<file path="config.mk">
export PLATFORM = sky130hd
export DESIGN_NAME = itof_seq
export DESIGN_NICKNAME = d
export VERILOG_FILES = /design/src/rtl/itof_seq.sv
export SDC_FILE = /design/constraint.sdc
export NUM_CORES = 1
export LEC_CHECK = 0
export CAP_MARGIN = 25
export CORE_ASPECT_RATIO = 0.7
export CORE_MARGIN = 1.5
export CORE_UTILIZATION = 57
export CTS_BUF_LIST = sky130_fd_sc_hd__clkbuf_2
export DETAILED_ROUTE_END_ITERATION = 12
export GPL_ROUTABILITY_DRIVEN = 1
export MAX_ROUTING_LAYER = met4
export PLACE_DENSITY = 0.93
export REMOVE_ABC_BUFFERS = 1
export SETUP_SLACK_MARGIN = 0.02
export SLEW_MARGIN = 20
export SYNTH_ARGS = -nofsm -noshare
export SYNTH_HDL_FRONTEND = slang
export SYNTH_SLANG_ARGS = --single-unit
</file>
<file path="constraint.sdc">
create_clock -name clk -period 3.7 [get_ports clk]
set_input_delay 0.74 -clock clk [delete_from_list [all_inputs] [get_ports clk]]
set_output_delay 0.74 -clock clk [all_outputs]
set_load 0.01 [all_outputs]
</file>
<file path="src/rtl/itof_seq.sv">
// ---------------------------------------------------------------------------
// itof_seq -- sequential signed 32-bit integer to IEEE-754 single converter.
//
// An operand is accepted over a valid/ready handshake, its magnitude is
// taken, and it is normalised one bit per cycle until the leading one sits in
// bit 31. Sign, biased exponent and mantissa are then packed into a result
// that is held until the consumer accepts it.
//
// Build option:
//   ITOF_ROUND_EN  defined   -> round to nearest, ties to even
//                  undefined -> truncate toward zero (no rounding logic)
//
// Ports:
//   clk        in   1   rising-edge clock
//   rst_n      in   1   asynchronous active-low reset
//   in_valid   in   1   operand valid
//   in_ready   out  1   block can accept an operand (IDLE only)
//   in_data    in   32  signed integer operand
//   out_valid  out  1   result valid, held until accepted
//   out_ready  in   1   consumer accepts result
//   out_data   out  32  IEEE-754 single-precision result
//   busy       out  1   high in any state other than IDLE
// ---------------------------------------------------------------------------
module itof_seq (
    input  logic        clk,
    input  logic        rst_n,
    input  logic        in_valid,
    output logic        in_ready,
    input  logic [31:0] in_data,
    output logic        out_valid,
    input  logic        out_ready,
    output logic [31:0] out_data,
    output logic        busy
);

    localparam logic [2:0] IDLE = 3'd0;
    localparam logic [2:0] ABS  = 3'd1;
    localparam logic [2:0] NORM = 3'd2;
    localparam logic [2:0] PACK = 3'd3;
    localparam logic [2:0] DONE = 3'd4;

    logic [2:0]  state;
    logic        sign;
    logic        zero_flag;
    logic [31:0] mag;
    logic [5:0]  shift_cnt;

    // Packing datapath (combinational, consumed only in PACK).
    logic [22:0] mant_rnd;
    logic        mant_carry;
    logic [7:0]  exp_biased;
    logic [31:0] abs_val;

    assign in_ready  = (state == IDLE);
    assign out_valid = (state == DONE);
    assign busy      = (state != IDLE);

    // In IDLE/ABS the mag register still holds the raw operand, so the
    // two's-complement negate works on it directly. 0x80000000 maps onto
    // itself, which is exactly the unsigned magnitude 2^31.
    assign abs_val = sign ? (~mag + 32'd1) : mag;

    // NOTE: every signal assigned in always_comb gets a default first, so no
    // path can leave it unassigned and infer a latch.
    always_comb begin
        mant_rnd   = mag[30:8];
        mant_carry = 1'b0;
`ifdef ITOF_ROUND_EN
        begin
            logic guard_bit;
            logic sticky_bit;
            guard_bit  = mag[7];
            sticky_bit = |mag[6:0];
            if (guard_bit && (sticky_bit || mag[8]))
                {mant_carry, mant_rnd} = {1'b0, mag[30:8]} + 24'd1;
        end
`endif
        // 158 = 127 bias + 31: the leading one starts at bit 31 with no shift.
        // A rounding carry leaves the mantissa at zero and bumps the exponent.
        exp_biased = 8'd158 - {2'b00, shift_cnt} + {7'd0, mant_carry};
    end

    // NOTE: all state registers use non-blocking assignments so every flop
    // samples the pre-edge values of its neighbours regardless of order.
    always_ff @(posedge clk or negedge rst_n) begin
        if (!rst_n) begin
            state     <= IDLE;
            sign      <= 1'b0;
            zero_flag <= 1'b0;
            mag       <= 32'd0;
            shift_cnt <= 6'd0;
            out_data  <= 32'd0;
        end else begin
            case (state)
                IDLE: begin
                    if (in_valid) begin
                        sign  <= in_data[31];
                        mag   <= in_data;
                        state <= ABS;
                    end
                end
                ABS: begin
                    mag       <= abs_val;
                    shift_cnt <= 6'd0;
                    zero_flag <= (abs_val == 32'd0);
                    state     <= (abs_val == 32'd0) ? PACK : NORM;
                end
                NORM: begin
                    // mag is nonzero here, so at most 31 shifts are needed.
                    if (mag[31]) begin
                        state <= PACK;
                    end else begin
                        mag       <= {mag[30:0], 1'b0};
                        shift_cnt <= shift_cnt + 6'd1;
                    end
                end
                PACK: begin
                    // Zero is always +0, even though sign is still latched.
                    if (zero_flag)
                        out_data <= 32'h0000_0000;
                    else
                        out_data <= {sign, exp_biased, mant_rnd};
                    state <= DONE;
                end
                DONE: begin
                    if (out_ready)
                        state <= IDLE;
                end
                default: state <= IDLE;
            endcase
        end
    end

endmodule

</file>
==> run_results.csv, run 1 <==
group,metric,value,unit
pwr,p_int,2.71,mW
clock_network,cts_tree,"done",
pwr,p_switching,3.10,mW
sta,finalSetupTns,0,ps
cells_and_area,fillers,688,
global_route,grt_max_degree,76,
drt,wl_per_cell,22.8,microns
logic_synthesis,syn_inst,616,
sta,rsz0062_at_grt,"no",
pwr,pwr-share-seq,0.325,
sta,tightest_slew,976,ps
global_route,grt_pass1_wl,27000,microns
floorplan,die-area,9550,sq um
logic_synthesis,ys_top_cells_by_count,"79 x o21ai_0, 75 x dfrtp_1, 58 x nand2_1, 55 x clkbuf_1, 35 x nor3_1",
pwr,total_power,5.82,mW
clock_network,cts_made_buffers,9,
sta,skew,36.7,ps
cells_and_area,drive_above_1_share,0.0991,
place,port-buffer-count,70,
logic_synthesis,synthesis.area,5110,sq um
logic_synthesis,seq_area_frac_synth,0.367,
drt,drt_iter0_markers,690,
drt,routed_wirelength,17700,microns
floorplan,die_y,82.2,microns
clock_network,cts.sinks,75,
logic_synthesis,yosysWarnings,0,
pwr,p_leak,2.31,nW
logic_synthesis,yosysUniqueCellTypes,64,
worst_setup_path,path_max_fanout,9,
logic_synthesis,synth_edf_count,0,
global_route,overflow,0,
clock_network,worstSkewPairLatency,560,ps
cells_and_area,regArea,1880,sq um
clock_network,clockBufferDepth,2,
pwr,p_clk_frac,0.083,
worst_setup_path,crit_chain,"inv_1 > ha_1 > or4b_4 > nor4_4 > o21ai_0 > a211o_1 > a32oi_1 > nand4_1 > a211oi_2",
worst_setup_path,cpMaxStageDelayCell,"or4b_4",
logic_synthesis,synth_area_leaders,"dfrtp_1 37%, o21ai_0 7.7%, nand2_1 4.3%",
pwr,pwr-share-comb,0.591,
worst_setup_path,reg2reg_slack,600,ps
floorplan,ios,71,
pwr,power_per_cell_area,973,nW/um^2
global_route,grt_pass1_vias,4915,
floorplan,rows,28,
worst_setup_path,crit_required,4180,ps
min_path,min_path_type,"input port to async pin",
worst_setup_path,crit_arrival,3580,ps
sta,fmax,323,MHz
cells_and_area,diodes,0,
clock_network,clk_pin_slew_worst_paths,240,ps
logic_synthesis,synth.most_common_cell,"o21ai_0",
drt,drt_pass1_iterations,8,
worst_setup_path,max_stage_delay,580,ps
worst_setup_path,critical_path_class,"flip-flop to flip-flop",
drt,avgViaCountPerCell,7.02,
logic_synthesis,ys.flop_type,"dfrtp_1",
run_status,status,"complete, no violations",
worst_setup_path,end_kind,"flip-flop",
cells_and_area,syn_to_final_growth,17.0,%
drt,drc,0,
floorplan,die_w,116,microns
drt,vias,5448,
sta,finalCritPeriodShare,0.838,
sta,relSlewSlack,0.349,
logic_synthesis,yosys.area.top_type_share,0.367,
clock_network,postCtsHoldBufs,0,
clock_network,postCtsResizedCells,0,
place,place.gp.congestion,1.03,
cells_and_area,final_nets,690,
logic_synthesis,synth_largest_area_cell,"dfrtp_1",
run,drv_cap,0,
floorplan,core_area,8580,sq um
sta,hold_viol_final,0,
cells_and_area,multiInputGateArea,2890,sq um
pwr,ir_worst_vdd,0.00111,V
clock_network,cts_setup_buffers,0,
clock_network,cts_htree_levels,3,
floorplan,initial_core_util,0.595,
clock_network,cts-root-buf,"clkbuf_2",
global_route,antenna_found_initial,0,
logic_synthesis,avgSynthCellArea,8.30,sq um
worst_setup_path,setup.worst_path.start_class,"flip-flop",
sta,period_minus_slack,3100,ps
sta,setup_slack,601,ps
pwr,switching_share,0.534,
sta,setup_viol,0,
logic_synthesis,synth-seq-cells,75,
place,dp_hpwl,12200,microns
global_route,grt_usage,0.392,
sta,slew_viol_final,0,
place,pre_cts_ws,672,ps
logic_synthesis,ys_async_sr_fraction,1.00,
drt,postRouteAntennaNets,0,
==> placed cells by master (no fill, tap or decap), types with 4 or more instances in the layout <==
cell             Yosys  final
o21ai_0             79     79
dfrtp_1             75     75
clkdlybuf4s50_1      0     69
nand2_1             58     58
nor3_1              35     34
nor2_1              29     29
a21oi_1             23     23
nand2b_1            20     20
buf_4                0     20
inv_1               17     17
nand3_1             17     17
a221oi_1            15     15
nand4_1             15     15
o31ai_1             12     12
a222oi_1            10     10
nor4_1              10     10
a31oi_1              9      9
clkbuf_2             0      9
xor2_1               8      8
nor4_2               8      8
a22o_1               8      8
or3_1                7      7
o22ai_1              7      7
or4_1                7      7
o21a_1               5      5
o21ai_1              4      4
nor4_4               4      4
a41oi_1              4      4
a211oi_1             4      4
==> critical path: cells and delay by family (launching register included) <==
kind | cells | cell delay [ps]
AO/OA/AOI/OAI | 4 | 880
adder cells (fa/ha/maj) | 1 | 310
buffers and inverters | 1 | 130
flip-flops | 1 | 490
AND/OR/NAND/NOR | 3 | 1240
==> registers in the layout (all words and copies together), names as in the netlist <==
name	count
sign	1
zero_flag	1
shift_cnt	6
mag	32
state	3
out_data	32
==> cell type report <==
type / instances / share of cell area
flip-flops and latches: 75 / 0.314
multi-input cells: 456 / 0.483
clock inverters: 7 / 0.0121
repair buffers: 91 / 0.147
clock buffers: 9 / 0.00753
inverters: 18 / 0.0113
well taps: 120 / 0.0251
==> power by group through the flow <==
stage / Sequential, mW / Clock [mW] / Combinational, mW
after floorplan: 1.76 / 0 / 1.97
after global placement: 1.83 / 0 / 3.25
final: 1.89 / 0.486 / 3.44
after CTS: 1.85 / 0.489 / 3.35
after global routing: 1.94 / 0.528 / 3.70
after detailed placement: 1.86 / 0 / 3.33
==> per-layer routing <==
layer | routed length (microns) | vias up | share of wire | GRT usage
met1 | 7550 | 2562 | 0.43 | 0.550
met4 | 495 | 0 | 0.028 | 0.112
li1 | - | 2396 | - | -
met5 | 0 | - | 0 | -
met2 | 7420 | 432 | 0.42 | 0.558
met3 | 2240 | 58 | 0.13 | 0.101
==> per-stage QoR <==
step	cells	utilization	hold slack (ps)	area [sq um]
6_report	776	0.697	122	5980
5_1_grt	776	0.697	115	5980
4_1_cts	775	0.694	335	5960
3_5_place_dp	759	0.681	467	5840
3_3_place_gp	759	0.681	460	5840
2_1_floorplan	549	-	444	4820
==> final timing paths <==
kind | startpoint | to | cells past startpoint
max | mag[0]$_DFFE_PN0P_ | state[0]$_DFFE_PN0P_ | 9
min | rst_n | out_data[7]$_DFFE_PN0P_ | 1
max reg2reg | mag[0]$_DFFE_PN0P_ | state[0]$_DFFE_PN0P_ | 9
min reg2reg | out_data[24]$_DFFE_PN0P_ | out_data[24]$_DFFE_PN0P_ | 2
max in group asynchronous | rst_n | mag[8]$_DFFE_PN0P_ | 2
min in group clk | out_data[24]$_DFFE_PN0P_ | out_data[24]$_DFFE_PN0P_ | 2
==> kinds of logic (layout without fill, tap and decap cells) <==
| family | Yosys count | count (layout) | share of synthesized area |
|---|---|---|---|
| and+or+nand+nor | 231 | 231 | 0.259 |
| AOI/OAI and AO/OA | 206 | 206 | 0.267 |
| buffers and inverters | 85 | 125 | 0.0700 |
| DFF | 75 | 75 | 0.367 |
| xor gates and xnor gates | 11 | 11 | 0.0189 |
| muxes | 5 | 5 | 0.0105 |
| adders and majority gates | 3 | 3 | 0.00734 |
(Power assumes the default switching activity.)
==> run 2: changes to the inputs <==
--- a/config.mk
+++ b/config.mk
@@ -8,12 +8,12 @@
 export CAP_MARGIN = 25
 export CORE_ASPECT_RATIO = 0.7
 export CORE_MARGIN = 1.5
-export CORE_UTILIZATION = 57
+export CORE_UTILIZATION = 52
 export CTS_BUF_LIST = sky130_fd_sc_hd__clkbuf_2
 export DETAILED_ROUTE_END_ITERATION = 12
 export GPL_ROUTABILITY_DRIVEN = 1
 export MAX_ROUTING_LAYER = met4
-export PLACE_DENSITY = 0.93
+export PLACE_DENSITY = 0.89
 export REMOVE_ABC_BUFFERS = 1
 export SETUP_SLACK_MARGIN = 0.02
 export SLEW_MARGIN = 20
==> constraint.sdc (replaced) <==
create_clock -name clk -period 2.55 [get_ports clk]
set_input_delay 0.51 -clock clk [delete_from_list [all_inputs] [get_ports clk]]
set_output_delay 0.51 -clock clk [all_outputs]
set_load 0.01 [all_outputs]
==> run 2 against run 1 <==
  * The run now ends with negative setup slack left
  * Global-route usage up 1.3 points
  * Sequential power up 22%
  * Clock-buffer cell count unchanged
==> run_results.csv, run 2 (same netlist as run 1, synthesis figures left out) <==
group,metric,value,unit
run_status,status,"finished, violations left",
run_status,violations,"negative setup slack",
clock_network,cts.sinks,75,
cells_and_area,fillers,716,
worst_setup_path,crit_chain,"nor4_4 > buf_4 > nand4_1 > or4_1 > a32oi_1 > o2111a_1 > nand4_1 > buf_4 > nand2_2",
sta,period_minus_slack,2740,ps
sta,skew,30.2,ps
drt,vias,5896,
worst_setup_path,path_max_fanout,4,
floorplan,ios,71,
drt,avgViaCountPerCell,6.54,
worst_setup_path,cp_top_family,"simple AND/OR/NAND/NOR gates",
global_route,grt_pass1_wl,31100,microns
worst_setup_path,worstReg2RegEnd,"zero_flag$_DFFE_PN0P_",
min_path,min_path_type,"input port to async pin",
clock_network,cts-root-buf,"clkbuf_2",
clock_network,worstSkewPairLatency,590,ps
sta,setup_viol,2,
floorplan,die_w,121,microns
worst_setup_path,crit_arrival,3280,ps
floorplan,rows,30,
global_route,grt_usage,0.404,
worst_setup_path,max_stage_delay,530,ps
place,place.gp.congestion,1.04,
drt,route.met3.wl,2200,microns
sta,finalSetupTns,-344,ps
sta,slew_viol_final,0,
clock_network,clockBufferDepth,2,
pwr,total_power,10.0,mW
drt,drc,0,
worst_setup_path,setup.worst_path.start_class,"flip-flop",
worst_setup_path,end_kind,"flip-flop",
sta,fmax,365,MHz
floorplan,core_area,9610,sq um
sta,tightest_slew,641,ps
floorplan,die-area,10400,sq um
sta,finalCritPeriodShare,1.07,
clock_network,clk_pin_slew_worst_paths,260,ps
sta,relSlewSlack,0.573,
worst_setup_path,reg2reg_depth,9,
pwr,power_per_cell_area,1420,nW/um^2
cells_and_area,drive_above_1_share,0.264,
drt,top_layer_used,"met4",
worst_setup_path,critical_path_class,"flip-flop to flip-flop",
drt,drt_iter0_markers,801,
drt,drt_pass1_iterations,5,
place,dp_hpwl,14700,microns
pwr,p_leak,2.94,nW
worst_setup_path,cpMaxStageDelayCell,"dfrtp_2",
cells_and_area,layout_common_cells,"132 x buf_4, 73 x o21ai_0, 70 x dfrtp_1",
sta,hold_viol_final,0,
worst_setup_path,reg2reg_from,"mag[12]$_DFFE_PN0P_",
worst_setup_path,path_buf_inv,2,
cells_and_area,syn_to_final_growth,38.0,%
cells_and_area,final_nets,808,
floorplan,initial_core_util,0.532,
drt,wl_per_cell,22.3,microns
drt,met2_length,9040,microns
global_route,grt_pass1_vias,5505,
run,drv_cap,0,
cells_and_area,mostFrequentLayoutCell,"buf_4",
clock_network,cts_htree_levels,3,
global_route,grt_max_degree,54,
place,port-buffer-count,70,
cells_and_area,regArea,1880,sq um
global_route,overflow,0,
pwr,ir_worst_vdd,0.00129,V
clock_network,cts_made_buffers,9,
clock_network,cts_tree,"done",
drt,routed_wirelength,20100,microns
cells_and_area,multiInputGateArea,3020,sq um
global_route,antenna_found_initial,0,
sta,setup_slack,-186,ps
cells_and_area,diodes,0,
worst_setup_path,reg2reg_slack,-190,ps
cells_and_area,top_regs,"mag (32), out_data (32), shift_cnt (6)",
drt,met1_length,8390,microns
floorplan,die_y,86.0,microns
worst_setup_path,crit_required,3100,ps
drt,postRouteAntennaNets,0,
sta,rsz0062_at_grt,"yes",
run 2: metrics by stage:
step,instances,setup slack (ps),area [sq um],utilization,hold WS [ps]
finish,902,-186,7060,0.734,422
global route,902,-217,7060,0.734,464
CTS,899,-64.4,6940,0.722,432
detailed placement,871,-269,6630,0.690,466
global placement,871,-305,6630,0.690,460
floorplan,549,-563,4820,-,214
run 2: timing repair:
| item | CTS | global route |
|---|---|---|
| resized for setup | 19 | 24 |
| hold buffers | 1 | 0 |
| pin swaps | 13 | 13 |
| endpoints found under the setup margin | 7 | 8 |
| hold endpoints to repair | 23 | 0 |
| buffers inserted | 11 | 4 |
run 2: layer usage:
metal  GRT usage  up-vias
li1            -     2630
met1       0.551     2816
met2       0.612      396
met3      0.0864       54
met4       0.107        0
met5           -        -
run 2: area by class of cell:
| class | count | share of cell area |
|---|---|---|
| flip-flops and latches | 75 | 0.267 |
| well taps | 128 | 0.0227 |
| inverters | 18 | 0.00958 |
| multi-input cells | 456 | 0.428 |
| clock buffers | 9 | 0.00638 |
| clock inverters | 7 | 0.0151 |
| repair buffers | 209 | 0.252 |
run 2: how the worst max path moves through the flow:
stage                         start                    end  slack, ps  cells past startpoint
6_report        mag[12]$_DFFE_PN0P_  zero_flag$_DFFE_PN0P_       -190                      9
5_1_grt         mag[10]$_DFFE_PN0P_  zero_flag$_DFFE_PN0P_       -220                      9
4_1_cts         mag[12]$_DFFE_PN0P_  zero_flag$_DFFE_PN0P_        -60                      9
3_5_place_dp     mag[6]$_DFFE_PN0P_   state[0]$_DFFE_PN0P_       -270                      7
3_3_place_gp     mag[6]$_DFFE_PN0P_   state[0]$_DFFE_PN0P_       -300                      7
2_1_floorplan  state[0]$_DFFE_PN0P_   state[0]$_DFFE_PN0P_       -560                      7
run 2: power breakdown:
part           internal [mW]  leakage (nW)  switching [mW]
registers               1.71         0.948           0.598
clock network          0.345        0.0894           0.512
logic                   2.97          1.90            3.88
total                   5.02          2.94            4.99
==> RTL edit: new RTL, settings of run 2 <==
The option `ITOF_ROUND_EN` is turned on by a define.
--- a/src/rtl/itof_seq.sv
+++ b/src/rtl/itof_seq.sv
@@ -22,4 +22,6 @@
 //   busy       out  1   high in any state other than IDLE
 // ---------------------------------------------------------------------------
+`define ITOF_ROUND_EN
+
 module itof_seq (
     input  logic        clk,
Formal check against the unedited RTL: not equivalent (Yosys sat finds a counterexample within 10 cycles, from zero or initial values and one cycle with rst_n low).
==> RTL edit against run 2 <==
  * The flow still finishes with violations (negative setup slack)
  * Sequential share of layout area fell by 1.2 points
  * Cell area is 4.4% higher
  * Setup slack lost 0.39 ns
  * Critical path depth increased by 1
  * Area after synthesis is 0.34% lower
  * Sequential power down 8%
  * Non-clock buffer count increased by 11
  * Via count grew 2.7%
  * Wire length is 2.3% lower
  * Highest routed layer unchanged
  * Total power fell by 1.8%
  * Die area decreased by 0.33%
  * Sequential cell count unchanged
==> RTL edit: results (changes against run 2) <==
synth cell count leaders o21ai_0, nand2_1, dfrtp_1 (was o21ai_0, dfrtp_1, nand2_1); global routing usage on met1 54.4% (was 55.1%); share of layout cells above drive strength 1 26.9% (was 26.4%); met3 usage 8.24% (was 8.64%); slowest stage cell, crit path or4b_4 (was dfrtp_2); largest cells by area after synthesis dfrtp_1, o21ai_0, nand2_1, clkbuf_1, a222oi_1 (was dfrtp_1, o21ai_0, nand2_1, clkbuf_1, nor3_1); XOR/XNOR Fraction of Synth Area 6.02% (was 1.88%); wire length of the first global-routing pass 30900 um (was 31100 um); via/cell ratio 6.45 (was 6.54); maximum fanout count along the critical path 3 (was 4); crit path setup slack, layout -0.576 ns (was -0.186 ns); latest clock arrival within the worst-skew pair 0.56 ns (was 0.59 ns); Iter 0 DRT Violations 785 (was 801); worst ir drop on vdd 980 uV (was 1290 uV); largest net degree at the start of global routing 76 (was 54); area share of fa/ha/maj cells after synthesis 1.47% (was 0.734%); data arrival time of the critical path 3.61 ns (was 3.28 ns); Worst Setup Slack post-DPL -0.636 ns (was -0.269 ns); HPWL after detailed placement 14000 um (was 14700 um); result of the run complete, but fails checks (unchanged); failing checks negative setup slack (unchanged); final-report setup violation count 10 (was 2); total global-route track usage 39.7% (was 40.4%); met2 routing resource usage after global routing 60.3% (was 61.2%); standby leakage power 3.15 nW (was 2.94 nW); Worst-path clk slew 0.23 ns (was 0.26 ns); normalized max-slew margin 52.8% (was 57.3%); area post-placement 6740 um2 (was 6630 um2); fin nets 852 (was 808); count of cell types in the netlist 57 (was 64); share of cell area taken by muxes after synthesis 1.82% (was 1.05%); worst-case clock buffer depth 2 (unchanged); sum of negative setup slack -1.93 ns (was -0.344 ns); Layout Skew 0.0224 ns (was 0.0302 ns); share of synthesized area occupied by flip-flops and latches 36.8% (was 36.7%); final routed wire length divided by cell count 20.9 um (was 22.3 um); filler cell count in the final layout 631 (was 716); compound-gate portion of the synthesized area 25.5% (was 26.7%); GPL Wtd Cong 1.00 (was 1.04); vias in the first global route 5709 (was 5505)
[RTL edit: cell types whose count changed after synthesis, sizes merged, moves of 7 or more]
cell / run 2 / this run
nor3: 36 / 14
a22o: 8 / 1
a222oi: 10 / 19
a221oi: 15 / 8
a21oi: 23 / 35
nor2: 29 / 50
xor2: 8 / 21
nor4: 22 / 15
nand2b: 20 / 5
nand2: 58 / 85
o21ai: 83 / 94
xnor2: 3 / 14
[RTL edit: worst reg2reg max path, delay by kind of cell, from the launching register on]
family | cells | cell delay (ns)
adder cells (fa/ha/maj) | 1 | 0.13
buffers and inverters | 1 | 0.08
AO/OA/AOI/OAI | 2 | 0.50
flip-flops | 1 | 0.44
AND/OR/NAND/NOR | 6 | 1.92
[RTL edit: cell type report]
class	count	share of cell area (%)
repair buffers	220	25.5
flip-flops and latches	75	25.5
multi-input cells	488	43.9
well taps	124	2.11
clock inverters	7	1.56
clock buffers	9	0.612
inverters	16	0.815
[RTL edit: power breakdown]
part | switching, mW | internal [mW] | total, mW
clock network | 0.468 | 0.422 | 0.890
logic | 3.81 | 3.02 | 6.83
registers | 0.423 | 1.69 | 2.11
[RTL edit: kinds of logic after synthesis]
kind of cell / after synthesis
flip-flops: 75
AO/OA/AOI/OAI: 206
adder cells (fa/ha/maj): 6
XOR/XNOR: 35
buffers and inverters: 80
AND/OR/NAND/NOR: 232
multiplexers: 9
[RTL edit: worst paths after layout]
path / end / slack (ns) / startpoint / depth (start not counted)
min in group clk: mag[0] / 0.50 / in_data[0] / 3
worst min-delay path: out_data[17] / 0.49 / rst_n / 3
worst max-delay path: state[0] / -0.58 / mag[8] / 10
max in group asynchronous: mag[7] / 1.73 / rst_n / 3
worst max register to register: state[0] / -0.58 / mag[8] / 10
worst min register to register: out_data[7] / 0.51 / out_data[7] / 2
[RTL edit: metrics by stage]
stage | std cells | total power [mW] | utilization, %
after global routing | 939 | 10.4 | 79.3
after floorplan | 579 | 5.06 | -
after detailed placement | 909 | 8.21 | 72.5
final | 939 | 9.83 | 79.3
after CTS | 938 | 9.45 | 77.7
after global placement | 909 | 8.03 | 72.5
[RTL edit: what timing repair did]
| item | CTS | global route |
|---|---|---|
| hold buffers | 1 | 0 |
| buffers inserted | 12 | 6 |
| endpoints found under the hold margin | 75 | 0 |
| resized for setup | 48 | 41 |
| endpoints found under the setup margin | 26 | 29 |
| cloned | 0 | 0 |
| pin swaps | 17 | 18 |
[RTL edit: per-layer routing]
| layer | wire (um) | part of all wire, % |
|---|---|---|
| met3 | 2340 | 12 |
| met5 | 0 | 0 |
| met2 | 8810 | 45 |
| met1 | 7990 | 41 |
| met4 | 494 | 2.5 |
